--- src/rtl/u8dbg_target.sv ---
// u8dbg_target: oversampling target for the two-wire nX-U8 debug port.
// Optional mid-frame sclk timeout: define U8DBG_TGT_TIMEOUT_EN.
module u8dbg_target #(
  parameter int SYNC_STAGES    = 2,
  parameter int TIMEOUT_CYCLES = 4096
) (
  input  logic        clk,
  input  logic        rst,
  input  logic        sclk,
  input  logic        sdata_in,
  output logic        sdata_out,
  output logic        sdata_oe,
  output logic [6:0]  reg_addr,
  output logic [15:0] reg_wdata,
  output logic        reg_we,
  output logic        reg_re,
  input  logic [15:0] reg_rdata,
  output logic        busy,
  output logic        frame_err
);

  typedef enum logic [2:0] {
    S_IDLE, S_ADDR, S_WDATA, S_RDREQ,
    S_RDLAT, S_TURN, S_RDATA
  } state_t;

  state_t state, state_n;

  logic [SYNC_STAGES-1:0] scl_sync, sda_sync;
  logic scl_s, sda_s, scl_h, sda_h;
  logic rise, fall, start, stop, timeout;

  logic [3:0]  cnt, cnt_n;
  logic [15:0] sh, sh_n;
  logic [15:0] wdata_n;
  logic [6:0]  addr_n;
  logic sdo_n, oe_n, we_n, re_n, err_n;

  assign scl_s = scl_sync[SYNC_STAGES-1];
  assign sda_s = sda_sync[SYNC_STAGES-1];
  assign rise  = scl_s & ~scl_h;
  assign fall  = ~scl_s & scl_h;
  assign start = scl_s & sda_h & ~sda_s;
  assign stop  = scl_s & ~sda_h & sda_s;
  assign busy  = (state != S_IDLE);

  always_ff @(posedge clk) begin
    if (rst) begin
      scl_sync <= '1;
      sda_sync <= '1;
      scl_h    <= 1'b1;
      sda_h    <= 1'b1;
    end else begin
      scl_sync <= {scl_sync[SYNC_STAGES-2:0], sclk};
      sda_sync <= {sda_sync[SYNC_STAGES-2:0], sdata_in};
      scl_h    <= scl_s;
      sda_h    <= sda_s;
    end
  end

`ifdef U8DBG_TGT_TIMEOUT_EN
  localparam int TW = $clog2(TIMEOUT_CYCLES + 1);
  logic [TW-1:0] to_cnt;

  always_ff @(posedge clk) begin
    if (rst || !busy || rise || fall)
      to_cnt <= '0;
    else
      to_cnt <= to_cnt + 1'b1;
  end

  assign timeout = busy && (to_cnt == TW'(TIMEOUT_CYCLES));
`else
  localparam int unused_timeout = TIMEOUT_CYCLES;
  assign timeout = 1'b0;
`endif

  always_comb begin
    state_n = state;
    cnt_n   = cnt;
    sh_n    = sh;
    sdo_n   = sdata_out;
    oe_n    = sdata_oe;
    addr_n  = reg_addr;
    wdata_n = reg_wdata;
    we_n    = 1'b0;
    re_n    = 1'b0;
    err_n   = 1'b0;
    // bus conditions win over bit sampling in the same cycle
    if (start) begin
      state_n = S_ADDR;
      cnt_n   = '0;
      oe_n    = 1'b0;
      sdo_n   = 1'b1;
      err_n   = busy;
    end else if ((stop && busy) || timeout) begin
      state_n = S_IDLE;
      cnt_n   = '0;
      oe_n    = 1'b0;
      sdo_n   = 1'b1;
      err_n   = 1'b1;
    end else begin
      unique case (state)
        S_ADDR: if (rise) begin
          sh_n  = {sh[14:0], sda_s};
          cnt_n = cnt + 4'd1;
          if (cnt == 4'd7) begin
            addr_n  = {sh[5:0], sda_s};
            cnt_n   = '0;
            re_n    = sh[6];
            state_n = sh[6] ? S_RDREQ : S_WDATA;
          end
        end
        S_WDATA: if (rise) begin
          sh_n  = {sh[14:0], sda_s};
          cnt_n = cnt + 4'd1;
          if (cnt == 4'd15) begin
            wdata_n = {sh[14:0], sda_s};
            we_n    = 1'b1;
            cnt_n   = '0;
            state_n = S_IDLE;
          end
        end
        S_RDREQ: state_n = S_RDLAT;
        S_RDLAT: begin
          sh_n    = reg_rdata;
          cnt_n   = '0;
          state_n = S_TURN;
        end
        // the fall ending the address byte is ignored until a turn rise
        S_TURN: begin
          if (rise) begin
            cnt_n = 4'd1;
          end else if (fall && cnt == 4'd1) begin
            oe_n    = 1'b1;
            sdo_n   = sh[15];
            sh_n    = {sh[14:0], 1'b0};
            cnt_n   = '0;
            state_n = S_RDATA;
          end
        end
        S_RDATA: if (fall) begin
          if (cnt == 4'd15) begin
            oe_n    = 1'b0;
            sdo_n   = 1'b1;
            cnt_n   = '0;
            state_n = S_IDLE;
          end else begin
            sdo_n = sh[15];
            sh_n  = {sh[14:0], 1'b0};
            cnt_n = cnt + 4'd1;
          end
        end
        default: ;
      endcase
    end
  end

  always_ff @(posedge clk) begin
    if (rst) begin
      state     <= S_IDLE;
      cnt       <= '0;
      sh        <= '0;
      sdata_out <= 1'b1;
      sdata_oe  <= 1'b0;
      reg_addr  <= '0;
      reg_wdata <= '0;
      reg_we    <= 1'b0;
      reg_re    <= 1'b0;
      frame_err <= 1'b0;
    end else begin
      state     <= state_n;
      cnt       <= cnt_n;
      sh        <= sh_n;
      sdata_out <= sdo_n;
      sdata_oe  <= oe_n;
      reg_addr  <= addr_n;
      reg_wdata <= wdata_n;
      reg_we    <= we_n;
      reg_re    <= re_n;
      frame_err <= err_n;
    end
  end

endmodule

--- config.mk ---
export PLATFORM = sky130hd
export DESIGN_NAME = u8dbg_target
export DESIGN_NICKNAME = d
export VERILOG_FILES = /design/src/rtl/u8dbg_target.sv
export SDC_FILE = /design/constraint.sdc
export NUM_CORES = 1
export LEC_CHECK = 0
export BUFFER_PORTS_ARGS = -buffer_cell sky130_fd_sc_hd__clkbuf_2
export CAP_MARGIN = 20
export CORE_ASPECT_RATIO = 1.25
export CORE_UTILIZATION = 59
export DETAILED_ROUTE_END_ITERATION = 8
export PLACE_DENSITY = 0.84
export REMOVE_ABC_BUFFERS = 1
export SETUP_SLACK_MARGIN = 0.4
export SKIP_LAST_GASP = 1
export SYNTH_ARGS = -nofsm -noshare
export SYNTH_HDL_FRONTEND = slang
export SYNTH_SLANG_ARGS = --single-unit
--- constraint.sdc ---
create_clock -name clk -period 4.4 [get_ports clk]
set_input_delay 0.22 -clock clk [delete_from_list [all_inputs] [get_ports clk]]
set_output_delay 0.22 -clock clk [all_outputs]
set_load 0.01 [all_outputs]
==> tab_implementation.tex <==
\begin{tabular}{lr}
\hline
Metric & Value \\
\hline
\multicolumn{2}{l}{\textbf{Worst setup path}} \\
\quad Worst setup path endpoint & sh[5]\$\_SDFFE\_PP0P\_ \\
\quad Critical Path Start Type & flop \\
\quad Largest delay contributor family on the critical path & simple AND/OR/NAND/NOR gates \\
\quad Element type at the critical path end & flop \\
\quad Worst Path Class, Setup & flop to flop \\
\quad Launching point of the worst reg2reg path & state[2]\$\_SDFFE\_PP0P\_ \\
\quad Critical path peak fanout & 17 \\
\quad Critical Path AT & 2.97 ns \\
\quad FF-to-FF setup slack & 1.61 ns \\
\quad First element of the critical path & state[2]\$\_SDFFE\_PP0P\_ \\
\quad Sequence of cells on the critical path & nor3\_4, o21ai\_1, a22oi\_2, and3\_1, a211oi\_1 \\
\quad Critical path buffers and inverters & 0 \\
\quad Required time of the worst setup path & 4.58 ns \\
\quad Slowest CP cell & sky130\_fd\_sc\_hd\_\_and3\_1 \\
\quad Number of gates on the worst path with buffers counted & 5 \\
\quad CP max stage delay & 0.77 ns \\
\quad Reg-to-reg endpoint & sh[5]\$\_SDFFE\_PP0P\_ \\
\quad Worst-case reg-to-reg path depth & 5 \\
\multicolumn{2}{l}{\textbf{Power and ir drop}} \\
\quad Cell area power density & 337.9 nW/µm² \\
\quad Leak Pwr & 1.182 nW \\
\quad Share of total power consumed by net switching & 22.87\% \\
\quad Combinational share of power & 4.5\% \\
\quad Sequential fraction of design power & 49.8\% \\
\quad Proportion of power drawn by the clock network & 45.7\% \\
\quad Worst voltage drop across the vdd grid & 303.4 µV \\
\quad Switching Power & 0.2415 mW \\
\quad Internal Dissipation & 0.8146 mW \\
\multicolumn{2}{l}{\textbf{Yosys}} \\
\quad Flop and latch count out of synthesis & 57 \\
\quad Post-synthesis cell area & 2715 µm² \\
\quad Most common flop cell mapped by yosys & sky130\_fd\_sc\_hd\_\_dfxtp\_1 \\
\quad Post-synthesis average cell area & 9.594 µm² \\
\quad Number of enable flip-flop cells after synthesis & 0 \\
\quad Post-synth cell types & 55 \\
\quad Sequential share of the synthesized area & 42.03\% \\
\quad Post-Syn Instances & 283 \\
\quad Async set-or-reset flop fraction in the synthesized netlist & 0\% \\
\quad Yosys warnings & 0 \\
\multicolumn{2}{l}{\textbf{Clock network}} \\
\quad Sinks on the clock net & 57 \\
\quad CTS Hold Bufs & 0 \\
\quad Setup Fix Bufs, Post-CTS & 0 \\
\quad TritonCTS clock tree & done \\
\quad Clock latency at the later pin of the worst-skew pair & 0.33 ns \\
\quad Cts bufs inserted & 9 \\
\quad Clock slew seen by the registers of the worst setup and hold paths & 0.07 ns \\
\quad Master cell of the clock root buffer & sky130\_fd\_sc\_hd\_\_clkbuf\_8 \\
\quad Resized Gates After CTS & 0 \\
\quad H-Tree Depth & 3 \\
\quad Maximum clock insertion buffer count & 2 \\
\multicolumn{2}{l}{\textbf{Route}} \\
\quad Residual antenna-violating net count after detailed routing & 0 \\
\quad Pre-antenna DRT Iters & 5 \\
\quad Via-per-instance ratio & 5.842 \\
\quad Vias after detailed routing & 2,255 \\
\quad Sum of routed wire length over all layers & 5.606 mm \\
\quad Number of DRC violations after detailed-routing iteration 0 & 144 \\
\quad DRC errors left & 0 \\
\quad Mean routed wirelength per cell & 14.52 µm \\
\multicolumn{2}{l}{\textbf{Timing}} \\
\quad Final-layout setup total negative slack & 0 ns \\
\quad Number of hold violations in the final report & 0 \\
\quad Total setup violations reported at the end of the flow & 0 \\
\quad Worst slew margin & 27.37\% \\
\quad Final worst-path cycle share & 63.43\% \\
\quad Maximum clock frequency & 0.3583 GHz \\
\quad Worst clock skew & 0.006293 ns \\
\quad Worst slack on hold paths & 0.07131 ns \\
\quad Worst-margin pin slew & 1.088 ns \\
\quad Final critical delay including setup and external delays & 2.791 ns \\
\quad Number of max-slew violations in the final report & 0 \\
\quad Crit path setup slack, layout & 1.609 ns \\
\quad RSZ-0062 raised after global routing & false \\
\multicolumn{2}{l}{\textbf{Global route}} \\
\quad Wire length of the first global-routing pass & 9.522 mm \\
\quad Via count of the first global-routing pass & 2,081 \\
\quad Total global-route track usage & 25.09\% \\
\quad Total overflow reported by the global router & 0 \\
\quad Initial antenna violation count & 0 \\
\quad Maximum number of pins on one net before global-route repair & 51 \\
\multicolumn{2}{l}{\textbf{Cells and area}} \\
\quad Nets@finish & 345 \\
\quad Diode count & 0 \\
\quad Layout overhead on the synthesized area & 15.12\% \\
\quad Layout cells sized above 1 & 27.13\% \\
\quad Final-layout fill cell count & 337 \\
\multicolumn{2}{l}{\textbf{Placement}} \\
\quad Buffers added on ports & 48 \\
\quad Pre-CTS worst setup slack & 1.683 ns \\
\quad Hpwl dp & 3.783 mm \\
\quad Gp weighted congestion & 0.9026 \\
\multicolumn{2}{l}{\textbf{Die}} \\
\quad Vertical die dimension & 77.85 µm \\
\quad Width of the chip & 62.68 µm \\
\quad Total die area & 4879 µm² \\
\quad Number of cell rows & 27 \\
\quad Initial cell density of the core & 61.35\% \\
\quad Core Area & 4425 µm² \\
\quad I/O pins & 49 \\
\multicolumn{2}{l}{\textbf{Status}} \\
\quad Run status & finished clean \\
\multicolumn{2}{l}{\textbf{Flow run}} \\
\quad Max-cap check violation count & 0 \\
\multicolumn{2}{l}{\textbf{Worst hold path}} \\
\quad Class of the worst hold path & primary input to flop \\
\hline
\end{tabular}
## layer usage
metal | up-vias | wire length, µm | GRT usage, %
met4 | 0 | 157 | 15.58
li1 | 1105 | - | -
met3 | 18 | 348 | 5.000
met5 | - | 0 | 0
met1 | 1038 | 2350 | 30.11
met2 | 94 | 2750 | 40.87
## metrics by stage
step           cells  area [µm²]  power [mW]  utilization [%]
6_report         386        3126       1.056            70.62
2_1_floorplan    262        2597      0.5613                -
4_1_cts          386        3126       1.064            70.62
3_3_place_gp     370        2929      0.5844            66.19
3_5_place_dp     370        2929      0.5848            66.19
5_1_grt          386        3126       1.092            70.62
## kinds of logic (layout without fill, tap and decap cells)
group | count (synthesis) | count (layout) | share of synthesized area, %
AND/OR/NAND/NOR | 86 | 86 | 16.77
AO/OA/AOI/OAI | 69 | 69 | 19.91
flip-flops | 57 | 57 | 42.03
multiplexers | 40 | 40 | 14.75
buffers and inverters | 28 | 73 | 5.300
adder cells (fa/ha/maj) | 2 | 2 | 0.9215
XOR/XNOR | 1 | 1 | 0.3226
## layout make-up
type | instances | area (µm²) | share of cell area (%)
clock inverter | 5 | 55.05 | 1.761
inverter | 7 | 26.28 | 0.8407
timing repair buffer | 50 | 255.2 | 8.167
clock buffer | 11 | 141.4 | 4.524
multi-input combinational | 198 | 1434 | 45.88
sequential | 57 | 1141 | 36.51
tap | 58 | 72.57 | 2.322
## power groups by stage
| stage | Clock, mW | Sequential (mW) | Combinational (mW) |
|---|---|---|---|
| finish | 0.482 | 0.526 | 0.0478 |
| global route | 0.513 | 0.527 | 0.0528 |
| CTS | 0.491 | 0.526 | 0.0477 |
| detailed placement | 0 | 0.537 | 0.0474 |
| global placement | 0 | 0.537 | 0.0472 |
| floorplan | 0 | 0.536 | 0.0254 |
## state kept, by name, summed over array words and instances, names as in the netlist
name and cells:
reg_wdata 16, reg_re 1, sda_sync 2, sdata_out 1, frame_err 1, reg_addr 7
sda_h 1, reg_we 1, sh 16, sdata_oe 1, scl_sync 2, state 3
cnt 4, scl_h 1
## cell usage in the layout, fill, tap and decap left out, types with 2 or more instances in the layout
master and count:
sky130_fd_sc_hd__a21oi_1 11, sky130_fd_sc_hd__or2_2 7, sky130_fd_sc_hd__nand3_1 4, sky130_fd_sc_hd__nor2b_1 4, sky130_fd_sc_hd__and3_1 2, sky130_fd_sc_hd__a31oi_1 16, sky130_fd_sc_hd__nand2b_1 6, sky130_fd_sc_hd__clkinvlp_4 2
sky130_fd_sc_hd__buf_4 2, sky130_fd_sc_hd__nor3b_1 2, sky130_fd_sc_hd__nand4_1 2, sky130_fd_sc_hd__a311oi_1 2, sky130_fd_sc_hd__and2_1 2, sky130_fd_sc_hd__clkinv_2 2, sky130_fd_sc_hd__clkbuf_8 10, sky130_fd_sc_hd__ha_1 2
sky130_fd_sc_hd__a211oi_1 7, sky130_fd_sc_hd__mux2i_1 40, sky130_fd_sc_hd__o21a_1 2, sky130_fd_sc_hd__clkbuf_2 48, sky130_fd_sc_hd__inv_1 7, sky130_fd_sc_hd__o21ai_0 4, sky130_fd_sc_hd__o22ai_1 3, sky130_fd_sc_hd__dfxtp_1 57
sky130_fd_sc_hd__nand2_1 10, sky130_fd_sc_hd__a211oi_2 9, sky130_fd_sc_hd__nor2_1 34
## worst min path at each step
stage | from | end | cells after the start
2_1_floorplan | rst | sh[10]$_SDFFE_PP0P_ | 1
3_3_place_gp | sda_sync[0]$_SDFF_PP1_ | sda_sync[1]$_SDFF_PP1_ | 1
3_5_place_dp | sda_sync[0]$_SDFF_PP1_ | sda_sync[1]$_SDFF_PP1_ | 1
4_1_cts | sdata_in | sda_sync[0]$_SDFF_PP1_ | 2
5_1_grt | sdata_in | sda_sync[0]$_SDFF_PP1_ | 2
6_report | sdata_in | sda_sync[0]$_SDFF_PP1_ | 2
## Yosys cell counts, types with 2 or more instances
cell type                  count  area share [%]
sky130_fd_sc_hd__dfxtp_1      57              42
sky130_fd_sc_hd__mux2i_1      40              15
sky130_fd_sc_hd__nor2_1       34             4.7
sky130_fd_sc_hd__a31oi_1      16             3.7
sky130_fd_sc_hd__a21oi_1      11             2.0
sky130_fd_sc_hd__clkbuf_1     10             1.4
sky130_fd_sc_hd__nand2_1      10             1.4
sky130_fd_sc_hd__a211oi_2      9             4.1
sky130_fd_sc_hd__a211oi_1      7             1.9
sky130_fd_sc_hd__inv_1         7            0.97
sky130_fd_sc_hd__or2_2         7             1.6
sky130_fd_sc_hd__nand2b_1      6             1.4
sky130_fd_sc_hd__buf_4         5             1.4
sky130_fd_sc_hd__buf_2         4            0.74
sky130_fd_sc_hd__nand3_1       4            0.74
sky130_fd_sc_hd__nor2b_1       4            0.92
sky130_fd_sc_hd__o21ai_0       4            0.74
sky130_fd_sc_hd__o22ai_1       3            0.69
sky130_fd_sc_hd__a311oi_1      2            0.65
sky130_fd_sc_hd__and2_1        2            0.46
sky130_fd_sc_hd__and3_1        2            0.46
sky130_fd_sc_hd__buf_6         2            0.83
sky130_fd_sc_hd__ha_1          2            0.92
sky130_fd_sc_hd__nand4_1       2            0.46
sky130_fd_sc_hd__nor3b_1       2            0.55
sky130_fd_sc_hd__o21a_1        2            0.55
(Power assumes the default switching activity.)
